$ cat config.mk
export PLATFORM = sky130hd
export DESIGN_NAME = mem_arbiter
export DESIGN_NICKNAME = d
export VERILOG_FILES = /design/src/rtl/mem_pkg.sv /design/src/rtl/mem_arbiter_rr_arb2.sv /design/src/rtl/mem_arbiter.sv
export SDC_FILE = /design/constraint.sdc
export NUM_CORES = 1
export LEC_CHECK = 0
export ABC_AREA = 1
export CAP_MARGIN = 25
export CORE_ASPECT_RATIO = 0.75
export CORE_MARGIN = 2
export CORE_UTILIZATION = 26
export DETAILED_ROUTE_END_ITERATION = 8
export PLACE_DENSITY_LB_ADDON = 0.25
export SLEW_MARGIN = 20
export SYNTH_ARGS = -nofsm -noshare
export SYNTH_HDL_FRONTEND = slang
export SYNTH_SLANG_ARGS = --single-unit
$ cat constraint.sdc
create_clock -name clk -period 2.51 [get_ports clk]
set_input_delay 0.502 -clock clk [delete_from_list [all_inputs] [get_ports clk]]
set_output_delay 0.502 -clock clk [all_outputs]
set_load 0.05 [all_outputs]
$ cat src/rtl/mem_pkg.sv
// Shared memory-system constants: port address width, data width, core id width.
package mem_pkg;
  localparam int ADDR_W = 15;
  localparam int DATA_W = 16;
  localparam int ID_W   = 1;

  typedef logic [ADDR_W-1:0] addr_t;
  typedef logic [DATA_W-1:0] data_t;
  typedef logic [ID_W-1:0]   core_id_t;
endpackage

$ cat src/rtl/mem_arbiter_rr_arb2.sv
// Two-way round-robin arbiter. The pointer remembers the last core that
// actually used a grant; 'take' lets the caller veto a candidate grant so the
// pointer does not advance on a withheld grant.
module rr_arb2 (
  input  logic       clk,
  input  logic       rst,
  input  logic [1:0] req,
  input  logic       take,
  output logic [1:0] grant
);
  logic last;

  // Candidate grant: a lone requester wins, on contention the core not served last wins
  always_comb begin
    grant = 2'b00;
    case (req)
      2'b01:   grant = 2'b01;
      2'b10:   grant = 2'b10;
      2'b11:   grant = last ? 2'b01 : 2'b10;
      default: grant = 2'b00;
    endcase
  end

  // Pointer reset to core 1 so core 0 wins the first contention
  always_ff @(posedge clk) begin
    if (rst) begin
      last <= 1'b1;
    end else if (take && (grant != 2'b00)) begin
      last <= grant[1];
    end
  end
endmodule

$ cat src/rtl/mem_arbiter.sv
// Two-core arbiter in front of a single-read/single-write data memory.
// Read and write ports are arbitrated independently; a write to the address
// being read in the same cycle is held off so the read returns old data.
// Read completions are tracked with a RD_LAT-deep {valid, core id} tag pipe.
module mem_arbiter
  import mem_pkg::*;
#(
  parameter int RD_LAT = 1,
  parameter int NCORES = 2
) (
  input  logic                     clk,
  input  logic                     rst,
  input  logic [NCORES-1:0]        ren,
  input  logic [NCORES*ADDR_W-1:0] raddr,
  input  logic [NCORES-1:0]        wen_in,
  input  logic [NCORES*ADDR_W-1:0] waddr_in,
  input  logic [NCORES*DATA_W-1:0] wdata_in,
  output logic [NCORES-1:0]        r_stall,
  output logic [NCORES-1:0]        w_stall,
  output logic [NCORES-1:0]        rvalid,
  output data_t                    rdata_out,
  output addr_t                    raddr1,
  input  data_t                    rdata1,
  output logic                     wen,
  output addr_t                    waddr,
  output data_t                    wdata
);
  logic [NCORES-1:0] rreq, wreq, rgnt, wcand, wgnt;
  addr_t             rsel_addr, wsel_addr;
  data_t             wsel_data;
  logic              hazard;
  logic [RD_LAT-1:0] vld_p;
  core_id_t          id_p [RD_LAT];

  // Requests are masked during reset so nothing is granted
  assign rreq = rst ? '0 : ren;
  assign wreq = rst ? '0 : wen_in;

  rr_arb2 u_rd_arb (
    .clk   (clk),
    .rst   (rst),
    .req   (rreq),
    .take  (1'b1),
    .grant (rgnt)
  );

  rr_arb2 u_wr_arb (
    .clk   (clk),
    .rst   (rst),
    .req   (wreq),
    .take  (~hazard),
    .grant (wcand)
  );

  // Steer granted core's address/data and resolve the read-after-write hazard
  always_comb begin
    rsel_addr = '0;
    wsel_addr = '0;
    wsel_data = '0;
    if (rgnt[0])      rsel_addr = raddr[ADDR_W-1:0];
    else if (rgnt[1]) rsel_addr = raddr[2*ADDR_W-1:ADDR_W];
    if (wcand[0]) begin
      wsel_addr = waddr_in[ADDR_W-1:0];
      wsel_data = wdata_in[DATA_W-1:0];
    end else if (wcand[1]) begin
      wsel_addr = waddr_in[2*ADDR_W-1:ADDR_W];
      wsel_data = wdata_in[2*DATA_W-1:DATA_W];
    end
    hazard  = (rgnt != '0) && (wcand != '0) && (rsel_addr == wsel_addr);
    wgnt    = hazard ? '0 : wcand;
    raddr1  = rsel_addr;
    wen     = (wgnt != '0);
    waddr   = wen ? wsel_addr : '0;
    wdata   = wen ? wsel_data : '0;
    r_stall = rreq & ~rgnt;
    w_stall = wreq & ~wgnt;
  end

  // ---- stage boundary: read grant -> tag pipeline (valid is control, reset) ----
  always_ff @(posedge clk) begin
    if (rst) begin
      vld_p <= '0;
    end else begin
      vld_p[0] <= (rgnt != '0);
      for (int i = 1; i < RD_LAT; i++) vld_p[i] <= vld_p[i-1];
    end
  end

  // Core id travels alongside valid; no reset needed since valid qualifies it
  always_ff @(posedge clk) begin
    id_p[0] <= core_id_t'(rgnt[1]);
    for (int i = 1; i < RD_LAT; i++) id_p[i] <= id_p[i-1];
  end

  // ---- stage boundary: matured tag -> per-core read strobe ----
  always_comb begin
    rvalid = '0;
    if (vld_p[RD_LAT-1] && !rst) rvalid[id_p[RD_LAT-1]] = 1'b1;
  end

  assign rdata_out = rdata1;
endmodule

======== Word-level counts from Yosys, hierarchy flattened ========
Memory sizes are Yosys's and may differ from the RTL's.
Cells that the tools add are included.
storage, ports and cells
  flip-flop bits (word level) ............. 3
  memory bits (writable) .................. 1
  bits of input ports ..................... 114
  output and inout port bits .............. 69
  logic and storage cells ................. 45
  memories kept ........................... 1
cells by class
  $lt $le $gt $ge ......................... 2
  equal/unequal tests ..................... 7
  mux-type cells .......................... 18
  bitwise operators ....................... 5
  reductions and logical operators ........ 9
memory list
  memory  words  bits a word  rd ports  clocked after memory_dff  wr ports  line               source
  id_p    1      1            1         0                         1         mem_arbiter.sv:33  core_id_t id_p [RD_LAT];
operators with widths
  operator              count
  $mux W15              5
  $mux W16              3
  $eq A15 B15 Y1        1
  $mux W2               6
  $pmux W2 S3           2
  $eq A2 B2 Y1 const B  4
  $reduce_bool A2 Y1    3
  $logic_and A1 B1 Y1   5
  $and A2 B2 Y2         2
  $eq A2 B1 Y1 const B  2
  $not A2 Y2            2
  $lt A1 B2 Y1 const B  1
  $demux W1 S1          1
  $ge A1 B1 Y1 const B  1
  $logic_not A1 Y1      1
  $mux W1               1
  $not A1 Y1            1

======== Longest topological paths before layout ========
  word-level depth ........................ 10
  mapped depth ............................ 16

======== Modules after synthesis ========
From an unflattened synthesis, not the netlist that was laid out.
second synthesis, totals
  cells, all modules ...................... 416
  area total of the unflattened synthesis .. 1888.1 um^2
by module, submodules not included
  module       times used  cells an instance  area an instance (um^2)
  mem_arbiter  1           398                1767.9
  rr_arb2      2           9                  60.1

======== Least setup slack after synthesis ========
Ideal clock, no wire load.
  kind .................................... input port to output port
  start ................................... input rst
  end ..................................... output wdata[10]
  arrival ................................. 2.721 ns
  slack ................................... -0.713 ns
  stages .................................. 14
  buffers on the path ..................... 1
  cell sequence ........................... inv_2 nand2_1 inv_1 nand3_1 nand2_1 nand3_1 nand2_1 nor2_1 nand2_1 nor2_1 nand2_2 nand2_4 buf_6 a21oi_1
between the ends
  cells in the longest elaborated chain, start to end .. 10
  elaborated cells on any way between the ends .. 24
RTL lines
  element                                              line                       source
  from (decl)                                          mem_arbiter.sv:12          input logic rst,
  $mux W2 (*)                                          mem_arbiter.sv:36          assign rreq = rst ? '0 : ren;
  $eq A2 B2 Y1 / $eq A2 B1 Y1 (equally long branches)  mem_arbiter_rr_arb2.sv:16  case (req)
  $pmux W2 S3 (*)                                      mem_arbiter_rr_arb2.sv:16
  $mux W15                                             mem_arbiter.sv:61          else if (rgnt[1]) rsel_addr = raddr[2*ADDR_W-1:ADDR_W];
  $mux W15 (*)                                         mem_arbiter.sv:60          if (rgnt[0]) rsel_addr = raddr[ADDR_W-1:0];
  net raddr1[9]                                        mem_arbiter.sv:22          output addr_t raddr1,
  $eq A15 B15 Y1 (*)                                   mem_arbiter.sv:69          hazard = (rgnt != '0) && (wcand != '0) && (rsel_addr == wsel_addr);
  $logic_and A1 B1 Y1 (*)                              mem_arbiter.sv:69
  $mux W2 (*)                                          mem_arbiter.sv:70          wgnt = hazard ? '0 : wcand;
  $reduce_bool A2 Y1 (*)                               mem_arbiter.sv:72          wen = (wgnt != '0);
  $mux W16 (*)                                         mem_arbiter.sv:74          wdata = wen ? wsel_data : '0;
  to (decl)                                            mem_arbiter.sv:26          output data_t wdata
The timed path passes the listed nets; every way through them passes the cells marked *.

======== Worst setup path after layout ========
  start ................................... input ren[0]
  end ..................................... output wdata[9]
between the ends
  cells in the longest elaborated chain, start to end .. 10
  elaborated cells on any way between the ends .. 14
RTL lines
  element                                              line                       source
  from (decl)                                          mem_arbiter.sv:13          input logic [NCORES-1:0] ren,
  $mux W2 (*)                                          mem_arbiter.sv:36
  $eq A2 B2 Y1 / $eq A2 B1 Y1 (equally long branches)  mem_arbiter_rr_arb2.sv:16
  $pmux W2 S3 (*)                                      mem_arbiter_rr_arb2.sv:16
  net rgnt[1]                                          mem_arbiter.sv:28          logic [NCORES-1:0] rreq, wreq, rgnt, wcand, wgnt;
  $mux W15                                             mem_arbiter.sv:61
  $mux W15                                             mem_arbiter.sv:60
  $eq A15 B15 Y1                                       mem_arbiter.sv:69
  $logic_and A1 B1 Y1 (*)                              mem_arbiter.sv:69
  $mux W2 (*)                                          mem_arbiter.sv:70
  $reduce_bool A2 Y1 (*)                               mem_arbiter.sv:72
  $mux W16 (*)                                         mem_arbiter.sv:74
Marks and branches as above.

==> metrics <==
placed cell count=about 570; antenna-violating nets left=0; die height=68.1 um; vias=slightly below 3000; Placeable Area=5320 sq um; antenna violations before repair=0; number of global-route vias before repair=3053; cell count after synthesis=roughly 300; diode count=0; final hold vios=0; setup total negative slack=-13.93 ns; Clock Skew=roughly 0.004 ns; H-tree depth=1; syn_area_per_cell=between 4 and 5 sq um; Post-DP HPWL=~6600 um; sequential fraction of the synthesis area=~5.6%; RSZ-0062 raised after global routing=true; R2R depth=17; Mapped Area=between 1000 and 1500 sq um; crit path capture type=output port; worst r2r src=u_wr_arb.last; I/O pin count=approximately 180; hold_ws=about 0.47 ns; Seq cells post-synth=4; Hold WC Path Type=register to register; gpl congestion=between 0.8 and 0.9; Tcrit/Tclk final=119%; first-pass GRT wire length=14900 um; Pre-antenna DRT Iters=4; register-to-register setup slack=between 0.3 and 0.4 ns; area post-placement=4200 sq um; CP startpoint=ren[0]; min Tclk post-route=approximately 3.0 ns; CTS clk-pin slew, worst paths=roughly 0.04 ns; hold bufs inserted after CTS=0; CP max FO=6; Final nets=640; num rows=23; area leader, netlist=nand2_1; failing checks=setup timing; GRT overflow=0; layout cells sized above 1=between 50 and 60%; post-route cell area=slightly below 5000 sq um; CP required=about 2.0 ns; maximum operating frequency=between 300 and 400 MHz; max-cap viol count=0; Reg-to-Reg End=u_wr_arb.last; TritonCTS clock tree=done; Rel. slew slack=a little over four fifths; Clk Tree Root Cell=clkbuf_8; VDD IR max=~0.00017 V; Synth Net Count=roughly 410; post-layout power=around 1.3 mW; Clk Latency, worst-skew pair=~0.22 ns; Initial Util=26.7%; share of the synthesized area in the top cell type=approximately a third; GRT Total Usage=between 30% and 40%; Setup WS post-layout=-0.479 ns; clock buffer depth=2; Layout area overhead=241%; # setup viols final=34; CP Capture Point=wdata[9]; largest net degree at the start of global routing=19; Pwr Density=between 200 and 300 nW/um^2; Slew Limit Fails=0; mean routed wirelength per cell=17.3 um; Post-Layout Cell Count=around 600; Setup crit start kind=input port; # port buffers=150; Synth area leaders=nand2_1 (34%), nand3_1 (17%), a21oi_1 (12%); DRC viols=0; Sink Count=4; Syn. warnings=0; outcome=finished, violations left; Die Area=just over 6000 sq um; Setup CP Type=input port to output port; Die Wd=89.4 um; WP data arrival=between 2 and 2.5 ns; CTS Buf Count=3; final wirelength=slightly above 10000 um; 1st-iter DRT viols=around 130; vias per cell=4.92; LEAKAGE=between 2 and 2.5 nW; Synth cell types=16; Worst Tran Pin Value=between 0.2 and 0.25 ns
-- cells in the mapped netlist (all sizes together) --
cell / instances
dfxtp: 4
nand2: 135
clkbuf: 2
inv: 27
nand3: 48
buf: 25
a21oi: 35
a31oi: 1
nor2: 22
-- cells in the final DEF, fill, tap and decap left out, types with 2 or more instances in the layout --
cell type and instances:
nor2_4 4, a21oi_4 31, clkbuf_8 3, buf_12 31, nand2_8 3, nand2_4 20
nand2_1 88, buf_2 4, nand2_2 24, nand3_1 22, nand3_2 20, a21oi_2 2
inv_2 11, inv_1 12, buf_4 77, buf_8 5, clkdlybuf4s50_1 92, inv_4 2
nor2_1 12, nor2_2 6, a21oi_1 2, nand3_4 6, buf_6 39, dfxtp_1 3
-- worst max-delay path: stages --
cell and delay, ns:
buf_8 0.10, buf_6 0.12, nand2_8 0.06, inv_4 0.03, nor2_4 0.16, buf_12 0.16
nand2_4 0.06, nand2_4 0.08, inv_2 0.04, nand2_2 0.05, nand2_1 0.05, nor2_1 0.11
nand2_1 0.09, nor2_2 0.16, nand2_2 0.09, nand2_4 0.15, buf_6 0.13, buf_12 0.13
a21oi_4 0.04, buf_8 0.15
-- how the worst min path moves through the flow --
stage / endpoint / cells past startpoint / slack (ns) / start
floorplan: u_wr_arb.last / 2 / 0.43 / u_wr_arb.last
global placement: u_wr_arb.last / 2 / 0.44 / u_wr_arb.last
detailed placement: u_wr_arb.last / 2 / 0.45 / u_wr_arb.last
CTS: u_wr_arb.last / 2 / 0.46 / u_wr_arb.last
global route: u_wr_arb.last / 2 / 0.47 / u_wr_arb.last
finish: u_wr_arb.last / 2 / 0.47 / u_wr_arb.last
-- metrics by stage --
step	utilization, %	setup WS [ns]
2_1_floorplan	-	-0.134
3_3_place_gp	78.9	-0.920
3_5_place_dp	78.9	-0.984
4_1_cts	89.4	-0.328
5_1_grt	91.2	-0.590
6_report	91.2	-0.479
-- flip-flops by register name (all words and copies together) (netlist names) --
name and flops:
id_p 1, u_rd_arb.last 1, u_wr_arb.last 1, vld_p 1
-- repair_timing --
item,in CTS,in global routing
pin swaps,27,24
cloned,3,0
buffers inserted,18,6
resized for setup,114,25
setup endpoints to repair,35,34
endpoints found under the hold margin,0,0
-- cells by family (layout without fill, tap and decap cells) --
family	count (synthesis)	after routing	synth area share, %
flops	4	4	5.63
simple gates	205	205	60.2
buf+inv	54	279	21.4
compound gates	36	36	12.8
-- layout make-up --
cell class,instances,area (sq um)
Sequential cell,4,81.3
Fill cell,203,467
Timing Repair Buffer,249,2680
Multi-Input combinational cell,241,1850
Clock buffer,3,41.3
Tap cell,75,93.8
Inverter,27,115
-- layer usage --
layer	vias up	global-route usage [%]	part of all wire, %
met2	134	61.9	54
met5	-	0	0
met1	1412	36.0	37
met4	0	6.34	1.2
li1	1386	-	-
met3	14	5.91	7.7
-- report_power, final --
| part | switching, mW | leakage [nW] | internal (mW) |
|---|---|---|---|
| clock | 0.0364 | 0.0216 | 0.103 |
| combinational | 0.577 | 2.05 | 0.533 |
| sequential | 0.00468 | 0.0331 | 0.0691 |
| total | 0.618 | 2.10 | 0.705 |
(Power assumes the default switching activity.)
==> variant 1, RTL diff (config.mk and constraints unchanged) <==
The parameter `RD_LAT` goes from 1 to 2.
--- a/src/rtl/mem_arbiter.sv
+++ b/src/rtl/mem_arbiter.sv
@@ -5,7 +5,7 @@
 module mem_arbiter
   import mem_pkg::*;
 #(
-  parameter int RD_LAT = 1,
+  parameter int RD_LAT = 2,
   parameter int NCORES = 2
 ) (
   input  logic                     clk,
Behaviour: not the same (a bounded check fails within 4 cycles, from zero or initial values and one cycle with rst high).
==> variant 1 against the unedited design <==
The flow still finishes with violations (negative setup slack); sequential cell count increased by 2; worst setup slack gained 0.083 ns; wire length shrank 0.13%; total power rose by 9.7%; area after synthesis grew 15%; first-iteration DRC count up 16%; hold slack got worse by 0.15 ns; global-route usage is 1.7 points lower; design area is 7.4% higher; critical path type unchanged; critical endpoint is now wdata[1]; largest power group unchanged.
==> variant 1: results <==
export IMPL_worst_path_max_fanout=7
export IMPL_wl_per_cell_um=17.1
export IMPL_setup_ws_ns=-0.397
export IMPL_place_inst=589
export IMPL_drive_above_1_share=0.564
export IMPL_ctsResizeCount=70
export IMPL_reg2reg_from="u_rd_arb.last"
export IMPL_slowest_delay_ns=0.19
export IMPL_cts_sinks=6
export IMPL_cts_setup_buffers=11
export IMPL_fin_nets=644
export IMPL_grt_use_met3=0.0847
export IMPL_p_leak_uw=0.00227
export IMPL_n_all_inverters=29
export IMPL_swShare=0.450
export IMPL_setup_viol=34
export IMPL_drtIter0Drc=145
export IMPL_pwr_share_seq=0.073
export IMPL_nFillCells=270
export IMPL_fin_skew_ns=0.00962
export IMPL_rrSetupSlack_ns=0.38
export IMPL_wl_met3_um=943
export IMPL_synth_nets=419
export IMPL_violations="negative setup slack"
export IMPL_syn_area_per_cell_um2=5.35
export IMPL_comb_power_uw=1190
export IMPL_ir_drop_mv=0.167
export IMPL_wl_met1_um=3670
export IMPL_netlist_top_cells_area="nand2_1, nand3_1, a21oi_2"
export IMPL_met1_usage=0.336
export IMPL_wl_met2_um=5300
export IMPL_via_per_inst=5.02
export IMPL_endpoint="wdata[1]"
export IMPL_arrival_ns=2.40
export IMPL_worstMarginPinSlew_ns=0.232
export IMPL_grt_pass1_vias=3308
export IMPL_buffers=246
export IMPL_outcome="finished with violations"
export IMPL_hpwl_um=7620
export IMPL_globalplace_congestion=0.870
export IMPL_final_seq_area_um2=121
## variant 1: cell types whose count changed after synthesis, sizes merged
cell | before | now
nand2 | 135 | 136
a21oi | 35 | 34
inv | 27 | 29
dfxtp | 4 | 6
nor2 | 22 | 24
## variant 1: metrics by stage
step / power [uW] / setup TNS [ns] / cell area [um^2] / utilization / setup WS [ns]
6_report: 1450 / -12.56 / 5220 / 0.877 / -0.397
5_1_grt: 1510 / -15.48 / 5220 / 0.877 / -0.482
4_1_cts: 1400 / -10.54 / 5090 / 0.857 / -0.338
3_5_place_dp: 1190 / -32.25 / 4760 / 0.801 / -0.970
3_3_place_gp: 1170 / -28.84 / 4760 / 0.801 / -0.871
2_1_floorplan: 678 / -1.24 / 2150 / - / -0.114
## variant 1: cells by family (layout without fill, tap and decap cells)
group	Yosys count	after routing	synth area share
compound gates	35	35	0.150
simple gates	208	209	0.571
buf+inv	56	278	0.206
flops	6	6	0.0736
==> variant 2, RTL diff (same flow settings) <==
Without the edit above. Reset style: asynchronous (`rst`), changed in 2 clocked blocks.
--- a/src/rtl/mem_arbiter_rr_arb2.sv
+++ b/src/rtl/mem_arbiter_rr_arb2.sv
@@ -22,7 +22,7 @@
   end
 
   // Pointer reset to core 1 so core 0 wins the first contention
-  always_ff @(posedge clk) begin
+  always_ff @(posedge clk or posedge rst) begin
     if (rst) begin
       last <= 1'b1;
     end else if (take && (grant != 2'b00)) begin
--- a/src/rtl/mem_arbiter.sv
+++ b/src/rtl/mem_arbiter.sv
@@ -77,7 +77,7 @@
   end
 
   // ---- stage boundary: read grant -> tag pipeline (valid is control, reset) ----
-  always_ff @(posedge clk) begin
+  always_ff @(posedge clk or posedge rst) begin
     if (rst) begin
       vld_p <= '0;
     end else begin
Behaviour: same outputs for any inputs over 10 cycles, from zero or initial values and one cycle with rst high; that may be too few to reach the edited logic, so the function may still have changed.
==> variant 2 against the unedited design <==
The run still ends with negative setup slack left; worst setup slack worse by 0.21 ns; cell count up 12%; maximum frequency shrank 6.4%; area after synthesis grew 16%; sequential power is 16% higher; highest routed layer unchanged; clock skew grew 0.0055 ns; critical endpoint is now waddr[3]; count of clock-buffer cells in the layout grew 1; hold slack worse by 0.10 ns; design area rose by 8.8%; total power rose by 24%; first-iteration DRC count up 74%; wire length grew 18%; sequential cell count did not move.
==> variant 2: results <==
export IMPL_outcome="finished with violations"
export IMPL_violations="negative setup slack"
export IMPL_endpoint="waddr[3]"
export IMPL_grt_pass1_vias=3285
export IMPL_crit_start="u_wr_arb.last"
export IMPL_wl_per_cell_um=18.3
export IMPL_ir_drop_mv=0.156
export IMPL_async_reset_ff_frac=0.750
export IMPL_buffers=250
export IMPL_setup_ws_ns=-0.685
export IMPL_synthTopCellsByCount="nand2_1, nor2_1, nand3_1"
export IMPL_worst_path_max_fanout=8
export IMPL_hpwl_um=7110
export IMPL_synth_cell_types=18
export IMPL_netlist_top_cells_area="nand2_1, nand3_1, nor2_1"
export IMPL_worstMarginPinSlew_ns=0.265
export IMPL_nFillCells=331
export IMPL_hp_class="input port to asynchronous set/reset pin"
export IMPL_final_nonclk_buf_share=0.516
export IMPL_cp_depth=17
export IMPL_intPower_uw=840
export IMPL_slowest_stage="dfstp_2"
export IMPL_drtIter0Drc=218
export IMPL_globalplace_congestion=0.791
export IMPL_grt_pass1_wl_um=15900
export IMPL_setup_viol=35
export IMPL_yosys_most_used_dff="dfstp_2"
export IMPL_grt_max_degree=17
export IMPL_ys_seq_area_frac=0.0593
export IMPL_chipWidth_um=95.9
export IMPL_rrSetupSlack_ns=-0.04
## variant 2: kinds of logic (layout without fill, tap and decap cells)
group,after synthesis,in the layout,synth area share
buffers and inverters,75,300,0.236
flip-flops,4,4,0.0593
AND/OR/NAND/NOR,278,279,0.688
AO/OA/AOI/OAI,4,4,0.0160
## variant 2: metrics by stage
stage	hold WS [ns]	util	TNS (ns)	std cells	worst slack [ns]
3_3_place_gp	0.473	0.727	-28.15	641	-0.843
5_1_grt	0.379	0.849	-21.79	668	-0.672
4_1_cts	0.393	0.796	-14.17	660	-0.438
6_report	0.369	0.849	-22.02	668	-0.685
3_5_place_dp	0.502	0.727	-31.58	641	-0.945
2_1_floorplan	0.244	-	-1.60	361	-0.101
## variant 2: power by group through the flow
stage          clock, uW  combinational (uW)  sequential [uW]
5_1_grt              158                1460             85.7
2_1_floorplan          0                 675             81.0
3_5_place_dp           0                1150             83.2
4_1_cts              144                1260             83.3
3_3_place_gp           0                1130             82.1
6_report             152                1400             85.7
## variant 2: worst min-delay path by stage
stage / from / end / slack, ns
final: rst / vld_p / 0.37
after global routing: rst / vld_p / 0.38
after CTS: rst / vld_p / 0.39
after detailed placement: u_wr_arb.last / u_wr_arb.last / 0.50
after global placement: u_wr_arb.last / u_wr_arb.last / 0.47
after floorplan: rst / vld_p / 0.24
## variant 2: layer usage
layer  vias up  track usage  part of all wire
met5         -            0                 0
met4         0        0.110             0.050
met3        73       0.0610             0.093
met2       233        0.493              0.48
met1      1623        0.374              0.37
li1       1548            -                 -
## variant 2: what timing repair did
action,CTS,global route
pin swaps,36,27
gates resized for setup,77,67
setup buffers,11,8
gates cloned,4,2
endpoints found under the setup margin,47,34
## variant 2: tightest hold or removal path, cell delays in order
cell	delay [ns]
buf_6	0.13
clkinv_8	0.06
buf_4	0.10
buf_4	0.12
